[src/rtl/uart_tx_8n1.sv]
// Serial transmitter: start bit, 8 data bits LSB first, no parity, 1 or 2 stop bits.
// Takes bytes on a valid/ready handshake and drives them onto a line that idles high.
module uart_tx_8n1 #(
   parameter int unsigned CLKS_PER_BIT = 16,
   parameter int unsigned STOP_BITS    = 1
) (
   input  logic       clk,
   input  logic       rst_n,
   input  logic       ena,
   input  logic [7:0] tx_data,
   input  logic       tx_valid,
   output logic       tx_ready,
   output logic       tx_out,
   output logic       tx_busy
);

   localparam int unsigned       BAUD_W    = $clog2(CLKS_PER_BIT);
   localparam logic [BAUD_W-1:0] BAUD_LAST = BAUD_W'(CLKS_PER_BIT - 1);
   localparam logic [BAUD_W-1:0] BAUD_ONE  = BAUD_W'(1);
   localparam logic [2:0]        STOP_LAST = 3'(STOP_BITS - 1);

   typedef enum logic [1:0] {
      IDLE  = 2'd0,
      START = 2'd1,
      DATA  = 2'd2,
      STOP  = 2'd3
   } state_e;

   state_e            state_q, state_d;
   logic [BAUD_W-1:0] baud_q, baud_d;
   logic [2:0]        bit_idx_q, bit_idx_d;
   logic [7:0]        shift_q, shift_d;
   logic              tx_out_q, tx_out_d;
   logic              tx_busy_q, tx_busy_d;
   logic              accept;
   logic              bit_done;

   assign tx_ready = (state_q == IDLE) && ena && rst_n;
   assign accept   = tx_valid && tx_ready;
   assign bit_done = (baud_q == BAUD_LAST);

   // NOTE: clocked state uses non-blocking assignments so every register samples pre-edge values.
   always_ff @(posedge clk or negedge rst_n) begin
      if (!rst_n) begin
         state_q <= IDLE;
      end else begin
         state_q <= state_d;
      end
   end

   // NOTE: every combinational output gets a default first, so no path can infer a latch.
   always_comb begin
      state_d = state_q;
      case (state_q)
         IDLE:    if (accept) state_d = START;
         START:   if (bit_done) state_d = DATA;
         DATA:    if (bit_done && (bit_idx_q == 3'd7)) state_d = STOP;
         STOP:    if (bit_done && (bit_idx_q == STOP_LAST)) state_d = IDLE;
         default: state_d = IDLE;
      endcase
   end

   // Bit index counts data bits in DATA and stop bits in STOP; it clears on any state change.
   always_comb begin
      baud_d    = baud_q;
      bit_idx_d = bit_idx_q;
      shift_d   = shift_q;
      if (state_q == IDLE) begin
         baud_d    = '0;
         bit_idx_d = '0;
         if (accept) shift_d = tx_data;
      end else if (bit_done) begin
         baud_d    = '0;
         bit_idx_d = (state_d != state_q) ? 3'd0 : bit_idx_q + 3'd1;
         if (state_q == DATA) shift_d = {1'b0, shift_q[7:1]};
      end else begin
         baud_d = baud_q + BAUD_ONE;
      end
   end

   // Outputs are decoded from the next state so the line moves on the same edge as the FSM.
   always_comb begin
      tx_busy_d = (state_d != IDLE);
      case (state_d)
         START:   tx_out_d = 1'b0;
         DATA:    tx_out_d = shift_d[0];
         default: tx_out_d = 1'b1;
      endcase
   end

   always_ff @(posedge clk or negedge rst_n) begin
      if (!rst_n) begin
         baud_q    <= '0;
         bit_idx_q <= '0;
         shift_q   <= '0;
         tx_out_q  <= 1'b1;
         tx_busy_q <= 1'b0;
      end else begin
         baud_q    <= baud_d;
         bit_idx_q <= bit_idx_d;
         shift_q   <= shift_d;
         tx_out_q  <= tx_out_d;
         tx_busy_q <= tx_busy_d;
      end
   end

   assign tx_out  = tx_out_q;
   assign tx_busy = tx_busy_q;

endmodule

[config.mk]
export PLATFORM = sky130hd
export DESIGN_NAME = uart_tx_8n1
export DESIGN_NICKNAME = d
export VERILOG_FILES = /design/src/rtl/uart_tx_8n1.sv
export SDC_FILE = /design/constraint.sdc
export NUM_CORES = 1
export LEC_CHECK = 0
export ABC_AREA = 0
export ABC_CLOCK_PERIOD_IN_PS = 1400
export CORE_UTILIZATION = 35
export CTS_CLUSTER_SIZE = 25
export DETAILED_ROUTE_END_ITERATION = 10
export DONT_BUFFER_PORTS = 1
export GPL_ROUTABILITY_DRIVEN = 0
export GPL_TIMING_DRIVEN = 1
export SKIP_LAST_GASP = 1
export SLEW_MARGIN = 5
export SYNTH_ARGS = -nofsm -noshare
export SYNTH_HDL_FRONTEND = slang
export SYNTH_SLANG_ARGS = --single-unit
export TNS_END_PERCENT = 20
[constraint.sdc]
create_clock -name clk -period 1.4 [get_ports clk]
set_input_delay 0.21 -clock clk [delete_from_list [all_inputs] [get_ports clk]]
set_output_delay 0.21 -clock clk [all_outputs]
set_load 0.03 [all_outputs]
==> flow_summary_export.csv <==
group,metric,value,unit
sta,fmax,670,MHz
global_routing,antenna_found_initial,0,
sta,finClkSkew,0.0123,ns
detailed_routing,viasPerCell,5.24,
min_path,min_to,"shift_q[7]",
power,power_density,1640,nW/um^2
detailed_routing,remaining_drc_errors,0,
critical_path,ff2ff_path_depth,6,
synthesis,mappedNetlistNets,101,
synthesis,synth_area,951,um^2
synthesis,synth.area.top_cells,"dfrtp_1 (47%), nand2_1 (5.9%), ha_1 (5.3%)",
cells_and_area,fin_nets,117,
synthesis,synthCells,85,
detailed_routing,drt-total-wl,1940,um
floorplan,die-width,54.1,um
detailed_routing,top_layer_used,"met4",
cells_and_area,finalNonFillerCells,130,
placed_design,dp.cells,124,
sta,relSlewSlack,40.2,%
clock_network,cts_made_buffers,3,
cells_and_area,fill_cells,248,
detailed_routing,drt_iter0_drc,9,
clock_network,clock_sinks,19,
clock_network,insertion_delay,0.30,ns
critical_path,path_class,"reg2reg",
critical_path,cp_slowest_cell,"dfrtp_1",
critical_path,max_stage_delay,0.40,ns
global_routing,grt_pass1_wl,3230,um
clock_network,cts_max_path_buffers,2,
critical_path,worstPathRequired,1.64,ns
cells_and_area,synthToLayoutAreaGrowth,23.4,%
floorplan,initial_core_util,37.7,%
detailed_routing,ant_nets,0,
cells_and_area,drive_gt1_share,34.0,%
detailed_routing,wl_met1,905,um
status,violations,"negative setup slack",
sta,slew_violations,0,
critical_path,r2r_end,"tx_out",
cells_and_area,antenna_cells,0,
power,ir_worst_vdd,1200,uV
detailed_routing,routed-wl-met3,65,um
sta,rsz0062_at_grt,"true",
critical_path,r2r_slack,-0.09,ns
global_routing,grt_pass1_vias,715,
critical_path,arrival,1.74,ns
cells_and_area,layout_commonest_cell,"dfrtp_1",
sta,tightest_slew,0.895,ns
global_routing,grt_max_degree,20,
floorplan,fp-row-count,18,
clock_network,htreeDepth,1,
critical_path,reg2reg_from,"bit_idx_q[1]",
min_path,whs_path_depth,1,
detailed_routing,wl_per_cell,14.9,um
placed_design,dp_slack,-0.180,ns
min_path,hp-start,"tx_data[7]",
sta,setup-violations-final,3,
clock_network,tritoncts,"done",
critical_path,setup.worst_path.end_class,"flop",
sta,hold_viol,0,
status,outcome,"complete, but fails checks",
global_routing,grt_usage,16.0,%
critical_path,path_buf_inv,0,
synthesis,ys_seq_elements,19,
placed_design,dp.final_hpwl,1320,um
detailed_routing,vias,681,
global_routing,grt_overflow,0,
job,drv_cap,0,
floorplan,ios,15,
sta,period_needed,1.49,ns
detailed_routing,dr.pass1.iters,4,
sta,worst_slack,-0.0921,ns
sta,finalCritPeriodShare,107,%
floorplan,core,2520,um^2
min_path,hold_class,"in2reg",
synthesis,syn_area_per_cell,11.2,um^2
critical_path,cpLargestDelayFamily,"flip-flops",
synthesis,synth_seq_area_share,50.1,%
synthesis,synth.top_cell.area_share,47.4,%
floorplan,die_area,2930,um^2
synthesis,synth_largest_area_cell,"dfrtp_1",
power,leakage,0.532,nW
clock_network,cts_root_buf,"clkbuf_4",
floorplan,die_y,54.1,um
clock_network,clk_pin_slew,0.11,ns
synthesis,yosys_warnings,0,
critical_path,cp-start-kind,"flop",
critical_path,cp_cell_sequence,"ha_2, ha_4, nand3b_1, o22ai_2, a211oi_2, mux2i_1",
critical_path,crit_fanout,3,
detailed_routing,wl_met2,928,um
cells_and_area,final_cell_mix,"dfrtp_1 (18), nand2_1 (15), buf_4 (13)",
placed_design,io_buffers,0,
synthesis,synthDistinctLibCells,31,
worst register-to-register path, stage by stage, from the launching register on:
cell      delay (ns)
dfrtp_1         0.40
ha_2            0.20
ha_4            0.16
nand3b_1        0.10
o22ai_2         0.08
a211oi_2        0.26
mux2i_1         0.22
area by class of cell:
class	instances	area, um^2	share of cell area, %
Sequential cell	19	477	40.6
Tap cell	30	37.5	3.20
Timing Repair Buffer	14	108	9.17
Inverter	4	15.0	1.28
Clock buffer	4	26.3	2.24
Multi-Input combinational cell	59	510	43.5
metrics by stage:
step | area [um^2] | util [%] | hold WS, ns | power [mW] | TNS [ns]
final | 1170 | 46.5 | 0.0345 | 1.93 | -0.162
after global routing | 1170 | 46.5 | 0.0425 | 2.06 | -0.867
after CTS | 1150 | 45.8 | 0.0305 | 1.93 | -0.145
after detailed placement | 1050 | 41.7 | -0.0849 | 1.57 | -1.72
after global placement | 1050 | 41.7 | -0.0850 | 1.54 | -1.10
after floorplan | 951 | - | -0.0856 | 1.36 | -0.124
kinds of logic after synthesis:
family	synth area share, %
AOI/OAI and AO/OA	16.3
DFF	50.1
buffers and inverters	4.47
and+or+nand+nor	18.7
adders and majority gates	5.26
xor gates and xnor gates	1.84
muxes	3.29
synthesized netlist by cell type:
cell / number
xor2_1: 1
ha_1: 4
nand3b_1: 2
and4bb_4: 1
buf_6: 2
and3_2: 1
dfstp_2: 1
mux2_2: 1
a2bb2oi_4: 1
nor2b_1: 3
and2_4: 1
a31oi_1: 1
nand4_2: 1
mux2i_1: 2
dfrtp_1: 18
xnor2_1: 1
nor2_1: 5
buf_2: 1
nand4_1: 1
inv_1: 4
a22oi_1: 6
a211oi_1: 1
nor3b_1: 1
o22ai_1: 1
a2111oi_2: 1
a211oi_2: 1
o21ai_0: 2
a22o_1: 2
a211o_1: 1
nand2_1: 15
nand3_1: 2
worst max-delay path by stage:
stage	from	to	slack, ns	cells past startpoint
detailed placement	baud_q[0]	shift_q[5]	-0.18	6
floorplan	state_q[1]	tx_out	-0.09	5
finish	bit_idx_q[1]	tx_out	-0.09	6
global placement	bit_idx_q[0]	tx_out	-0.12	6
CTS	bit_idx_q[1]	tx_out	-0.06	6
global route	bit_idx_q[1]	tx_out	-0.18	6
state kept, by name, indices dropped and copies added, names as in the netlist:
signal and cells:
baud_q 4, bit_idx_q 3, tx_out 1, tx_busy 1
state_q 2, shift_q 8
power breakdown:
part	internal [mW]	total (mW)	leakage (nW)	switching, mW
clock	0.111	0.278	0.0150	0.166
combinational	0.342	0.679	0.280	0.337
sequential	0.769	0.970	0.237	0.201
total	1.22	1.93	0.532	0.704
metal layers:
metal | up-vias | global-route usage, %
li1 | 330 | -
met1 | 330 | 21.2
met2 | 16 | 25.6
met3 | 5 | 1.69
met4 | 0 | 7.69
met5 | - | 0
timing repair:
item,in CTS,in global routing
hold buffers,1,0
pin swaps,3,1
gates resized for setup,12,4
setup endpoints to repair,15,14
setup buffers,1,0
hold endpoints to repair,19,0
No activity file was read; power rests on OpenSTA's default activity.
==> RTL edit 1: new RTL, config.mk and constraints unchanged <==
Take the reset off `shift_q` and load it in a clocked block of its own.
--- a/src/rtl/uart_tx_8n1.sv
+++ b/src/rtl/uart_tx_8n1.sv
@@ -94,3 +94,2 @@
          bit_idx_q <= '0;
-         shift_q   <= '0;
          tx_out_q  <= 1'b1;
@@ -100,3 +99,2 @@
          bit_idx_q <= bit_idx_d;
-         shift_q   <= shift_d;
          tx_out_q  <= tx_out_d;
@@ -104,2 +102,6 @@
       end
+   end
+
+   always_ff @(posedge clk) begin
+      shift_q <= shift_d;
    end
Function: no difference found for any inputs over 10 cycles, from zero or initial values and one cycle with rst_n low; that may be too few to reach the edited logic, so the function may still have changed.
==> RTL edit 1 against the original RTL <==
  * The run still ends with negative setup slack left
  * Setup slack lost 17 ps
  * Critical endpoint unchanged
  * Critical path type unchanged
  * Largest power group unchanged
  * Area after synthesis shrank 0.13%
  * Sequential cell count is the same
  * Critical path depth is the same
  * Count of clock-buffer cells in the layout shrank 1
  * Routed wire length grew 2.5%
  * Power shrank 7.4%
  * Sequential power shrank 13%
  * Sequential share of layout area grew 0.88 points
  * Global-route usage shrank 0.39 points
  * Design area grew 4.1%
==> RTL edit 1: results (changes against the original RTL) <==
| Metric | Value |
|---|---|
| WL final | 1990 um (+2.5%) |
| Routed vias/inst | 5.30 (+1.2%) |
| Critical path origin | bit_idx_q[0] |
| Largest registers | shift_q x8, baud_q x4, bit_idx_q x3 |
| Max_slew headroom | 0.663 (+0.262) |
| Post-synthesis compound-gate area fraction | 0.158 (-0.00506) |
| Critical path arrival | 1740 ps (about the same) |
| Setup violators final | 17 (+14) |
| Final Worst Setup Slack | -110 ps (-17.4 ps) |
| Post-synthesis mux area share | 0.0329 (+0.0000433) |
| Adder-cell share of the synthesized area | 0.0527 (+0.0000693) |
| Post-route ant nets | 0 (unchanged) |
| R2R cell count | 6 (unchanged) |
| First-pass detailed-route iteration total | 2 (-2) |
| Share of post-route cells with drive strength above 1 | 0.423 (+0.0827) |
| CTS buffer count | 3 (unchanged) |
| Top cells by area, synth | dfrtp_1 26%, edfxtp_1 22%, a22o_1 6.5%, ha_1 5.3%, dfstp_2 2.8% |
| Pin count of the biggest net entering global routing | 13 (-35%) |
| Tot GR Track Use | 0.156 (-0.00394) |
| Post-synth top cells | 10 x dfrtp_1, 7 x a22o_1, 7 x edfxtp_1 |
| Diodes inserted | 0 (unchanged) |
| Hold WC Path Type | in2reg |
| First-pass GRT wire length | 3130 um (-3.2%) |
| Nets | 114 (-2.6%) |
| Status | complete, but fails checks |
| IO Port Bufs | 0 (unchanged) |
| Peak fanout along the critical path | 3 (unchanged) |
| Number of synthesized flops with an enable pin | 7 (+7) |
| Failing checks | negative setup slack |
| Antenna violations before repair | 0 (unchanged) |
| Cells after Synth | 77 (-9.4%) |
| Initial DRC Count | 4 (-5) |
| Syn_nets | 93 (-7.9%) |
| VDD IR-drop max | 1240 uV (+3.1%) |
| Number of global-route vias before repair | 694 (-2.9%) |
| Ys async rst share | 0.579 (-0.421) |
| Root buffer cell | clkbuf_4 |
| Clock buffer depth | 2 (unchanged) |
| Detailed Place HPWL | 1390 um (+5.5%) |
| Skew-Pair Late Insertion Delay | 290 ps |
| Post-Synth XOR/XNOR Area | 0.0184 (+0.0000243) |
| Ys Warns | 0 (unchanged) |
| P_leak | 0.525 nW (-1.4%) |
| Post-synth cell types | 33 (+6.5%) |
| Post-route clock skew | 1.14 ps (-11.2 ps) |
| Layout Cells excl Fill | 127 (-2.3%) |
| Sequential area share after synthesis | 0.534 (+0.0323) |
| Switching Share | 0.352 (-0.0138) |
| Clock-pin slew on the worst setup and hold paths | 110 ps (about the same) |
| Critical Path End | tx_out |
| H-tree levels | 1 (unchanged) |
| Placed Cells | 119 (-4.0%) |
RTL edit 1: cell types whose count changed after synthesis, moves of 5 or more:
cell	before	now
a22o_1	2	7
dfrtp_1	18	10
nand2_1	15	3
edfxtp_1	0	7
a22oi_1	6	0
RTL edit 1: how the worst min path moves through the flow:
| stage | start | endpoint | slack [ps] | cells past startpoint |
|---|---|---|---|---|
| finish | tx_data[5] | shift_q[5] | 120 | 1 |
| global route | tx_data[6] | shift_q[6] | 100 | 1 |
| CTS | rst_n | tx_busy | -430 | 0 |
| detailed placement | rst_n | baud_q[1] | -90 | 0 |
| global placement | rst_n | baud_q[1] | -90 | 0 |
| floorplan | rst_n | baud_q[0] | -90 | 0 |
RTL edit 1: final cells by class:
type                            instances  area, um^2
Clock buffer                            3        22.5
Clock inverter                          1        5.00
Fill cell                             239        1300
Inverter                                6        22.5
Multi-Input combinational cell         48         462
Sequential cell                        19         507
Tap cell                               30        37.5
Timing Repair Buffer                   20         165
RTL edit 1: power groups by stage:
| stage | registers [mW] | logic, mW | clock network, mW |
|---|---|---|---|
| 6_report | 0.845 | 0.662 | 0.276 |
| 5_1_grt | 0.856 | 0.743 | 0.311 |
| 4_1_cts | 0.845 | 0.626 | 0.296 |
| 3_5_place_dp | 0.845 | 0.573 | 0 |
| 3_3_place_gp | 0.839 | 0.562 | 0 |
| 2_1_floorplan | 0.820 | 0.395 | 0 |
RTL edit 1: per-stage QoR:
stage / hold WS [ps] / setup TNS (ps) / setup WS [ps] / cell area (um^2) / power (mW)
6_report: 120 / -692 / -110 / 1220 / 1.78
5_1_grt: 95.5 / -1620 / -174 / 1220 / 1.91
4_1_cts: -429 / -392 / -68.8 / 1180 / 1.77
3_5_place_dp: -85.4 / -1410 / -125 / 1090 / 1.42
3_3_place_gp: -85.3 / -813 / -81.6 / 1090 / 1.40
2_1_floorplan: -85.6 / -1500 / -192 / 955 / 1.22
RTL edit 1: routing by layer:
layer	vias to the layer above	track usage	wire, um
li1	322	-	-
met1	325	0.179	826
met2	18	0.253	986
met3	8	0.0593	107
met4	0	0.0726	69
met5	-	0	0
RTL edit 1: worst max-delay path, stage by stage, from the launching register on:
cell      delay, ps
dfrtp_1         410
ha_2            190
ha_2            170
nand3b_1         90
o22ai_2          80
a211oi_4        280
mux2i_1         220
RTL edit 1: what timing repair did:
item,4_1_cts,5_1_grt
setup endpoints to repair,22,22
pin swaps,6,4
hold endpoints to repair,11,11
buffers inserted,3,0
resized for setup,8,7
RTL edit 1: cell families (layout without fill, tap and decap cells):
| family | count (synthesis) | in the layout |
|---|---|---|
| buf+inv | 10 | 30 |
| flops | 19 | 19 |
| compound gates | 16 | 16 |
| xor+xnor | 2 | 2 |
| mux | 3 | 3 |
| fa+ha+maj | 4 | 4 |
| simple gates | 23 | 23 |
==> RTL edit 2: new RTL, same settings <==
Made on the original files. Set the parameter `CLKS_PER_BIT` to 8 (it was 16).
--- a/src/rtl/uart_tx_8n1.sv
+++ b/src/rtl/uart_tx_8n1.sv
@@ -3,3 +3,3 @@
 module uart_tx_8n1 #(
-   parameter int unsigned CLKS_PER_BIT = 16,
+   parameter int unsigned CLKS_PER_BIT = 8,
    parameter int unsigned STOP_BITS    = 1
Function: changed (Yosys sat finds a counterexample within 10 cycles, from zero or initial values and one cycle with rst_n low).
==> RTL edit 2 against the original RTL <==
  * The run still ends with negative setup slack left
  * Area after synthesis fell by 1.2%
  * Setup slack got worse by 78 ps
  * Sequential cell count fell by 1
  * Core utilization rose by 0.87 points
  * Design area rose by 0.96%
  * Highest routed layer unchanged
  * Routed wire length rose by 3.8%
Power is not compared: it rests on default switching activity, and its combinational part moved more than twofold at a synthesized area within 25%.
==> RTL edit 2: results (changes against the original RTL) <==
| Metric | Value |
|---|---|
| Invs w/o clock | 12 (+8) |
| Met2 Use GR | 0.259 (+0.00316) |
| Syn_nets | 114 (+13%) |
| Resize count post-CTS | 6 (-6) |
| Footprint of the multi-input gates | 465 um^2 (-8.8%) |
| Tot GR Track Use | 0.149 (-0.0101) |
| Nets | 135 (+15%) |
| Root buffer cell | clkbuf_4 |
| Critical path origin | baud_q[0] |
| # Post-CTS Setup Buffers | 7 (+6) |
| Clock buffer depth | 2 (unchanged) |
| Ys Warns | 0 (unchanged) |
| Routed vias/inst | 5.13 (-2.1%) |
| Multi-input comb cells | 64 (+8.5%) |
| Final-layout clock-cell area share | 0.0306 (+0.00823) |
| DP Area | 0.00105 mm^2 (unchanged) |
| Final Worst Setup Slack | -170 ps (-78.0 ps) |
| Post-synth cell types | 29 (-6.5%) |
| Largest registers | shift_q x8, baud_q x3, bit_idx_q x3 |
| First-pass GRT wire length | 2990 um (-7.3%) |
| P&R area growth vs syn | 26.1% |
| Post-route clock skew | 9.68 ps (-2.62 ps) |
| Top cells by area, synth | dfrtp_1 45%, ha_1 6.7%, o21ai_0 4.8%, a22oi_1 4.8%, inv_1 4.8% |
| Fraction of area in registers | 0.383 (-0.0229) |
| Post-synth top area share | 0.453 (-0.0210) |
| Detailed Place HPWL | 1350 um (+2.8%) |
| Clk sinks | 18 (-1) |
| Pin count of the biggest net entering global routing | 19 (-5.0%) |
| Met1 Use GR | 0.165 (-0.0476) |
| Critical path arrival | 1810 ps (+70 ps) |
| Max_slew headroom | 0.459 (+0.0572) |
| Buffers, non-clock | 19 (+5) |
| Setup violators final | 6 (+3) |
| Cells after Synth | 97 (+14%) |
| Number of global-route vias before repair | 709 (-0.84%) |
| Final non-clock buffer share | 0.124 (+0.0319) |
| Peak fanout along the critical path | 6 (+3) |
| GR Layer Usage met3 | 0.0621 (+0.0452) |
| Fin util | 0.474 (+0.00870) |
| Layout Cells excl Fill | 147 (+13%) |
| Status | complete, but fails checks |
| Clock-pin slew on the worst setup and hold paths | 120 ps |
| Post-synth top cells | 17 x dfrtp_1, 12 x inv_1, 9 x o21ai_0 |
| Multi-input gate share of total cell area | 0.393 (-0.0421) |
| VDD IR-drop max | 716 uV |
| Setup TNS | -600 ps (-438 ps) |
| Initial DRC Count | 5 (-4) |
| Fillers | 247 (-0.40%) |
| CTS buffer count | 3 (unchanged) |
| Sequential area share after synthesis | 0.481 (-0.0206) |
| Share of post-route cells with drive strength above 1 | 0.316 (-0.0238) |
| Routed WL per cell | 13.7 um (-8.2%) |
| Failing checks | negative setup slack |
| Pre-CTS WS | -188 ps (-8.34 ps) |
[RTL edit 2: critical path: stages (launching register included)]
cell     delay, ps
dfrtp_1        400
ha_2           200
ha_4           170
and4b_1        210
a21oi_2        140
nand4_1        100
o32a_1         300
[RTL edit 2: path summary, 6_finish.rpt]
check / endpoint / slack [ps] / cells past startpoint
worst max-delay path: tx_out / -170 / 6
worst min-delay path: shift_q[7] / 30 / 2
worst max register to register: tx_out / -170 / 6
worst min register to register: baud_q[0] / 450 / 1
max in group asynchronous: state_q[0] / 420 / 1
min in group asynchronous: tx_busy / 430 / 1
[RTL edit 2: per-layer routing]
metal | up-vias | share of wire
met3 | 2 | 0.040
li1 | 379 | -
met4 | 0 | 0.0074
met2 | 17 | 0.51
met1 | 356 | 0.44
met5 | - | 0
[RTL edit 2: cells by family after synthesis]
family,synth area share
buf+inv,0.0759
compound gates,0.177
fa+ha+maj,0.0666
simple gates,0.188
flops,0.481
mux,0.0120
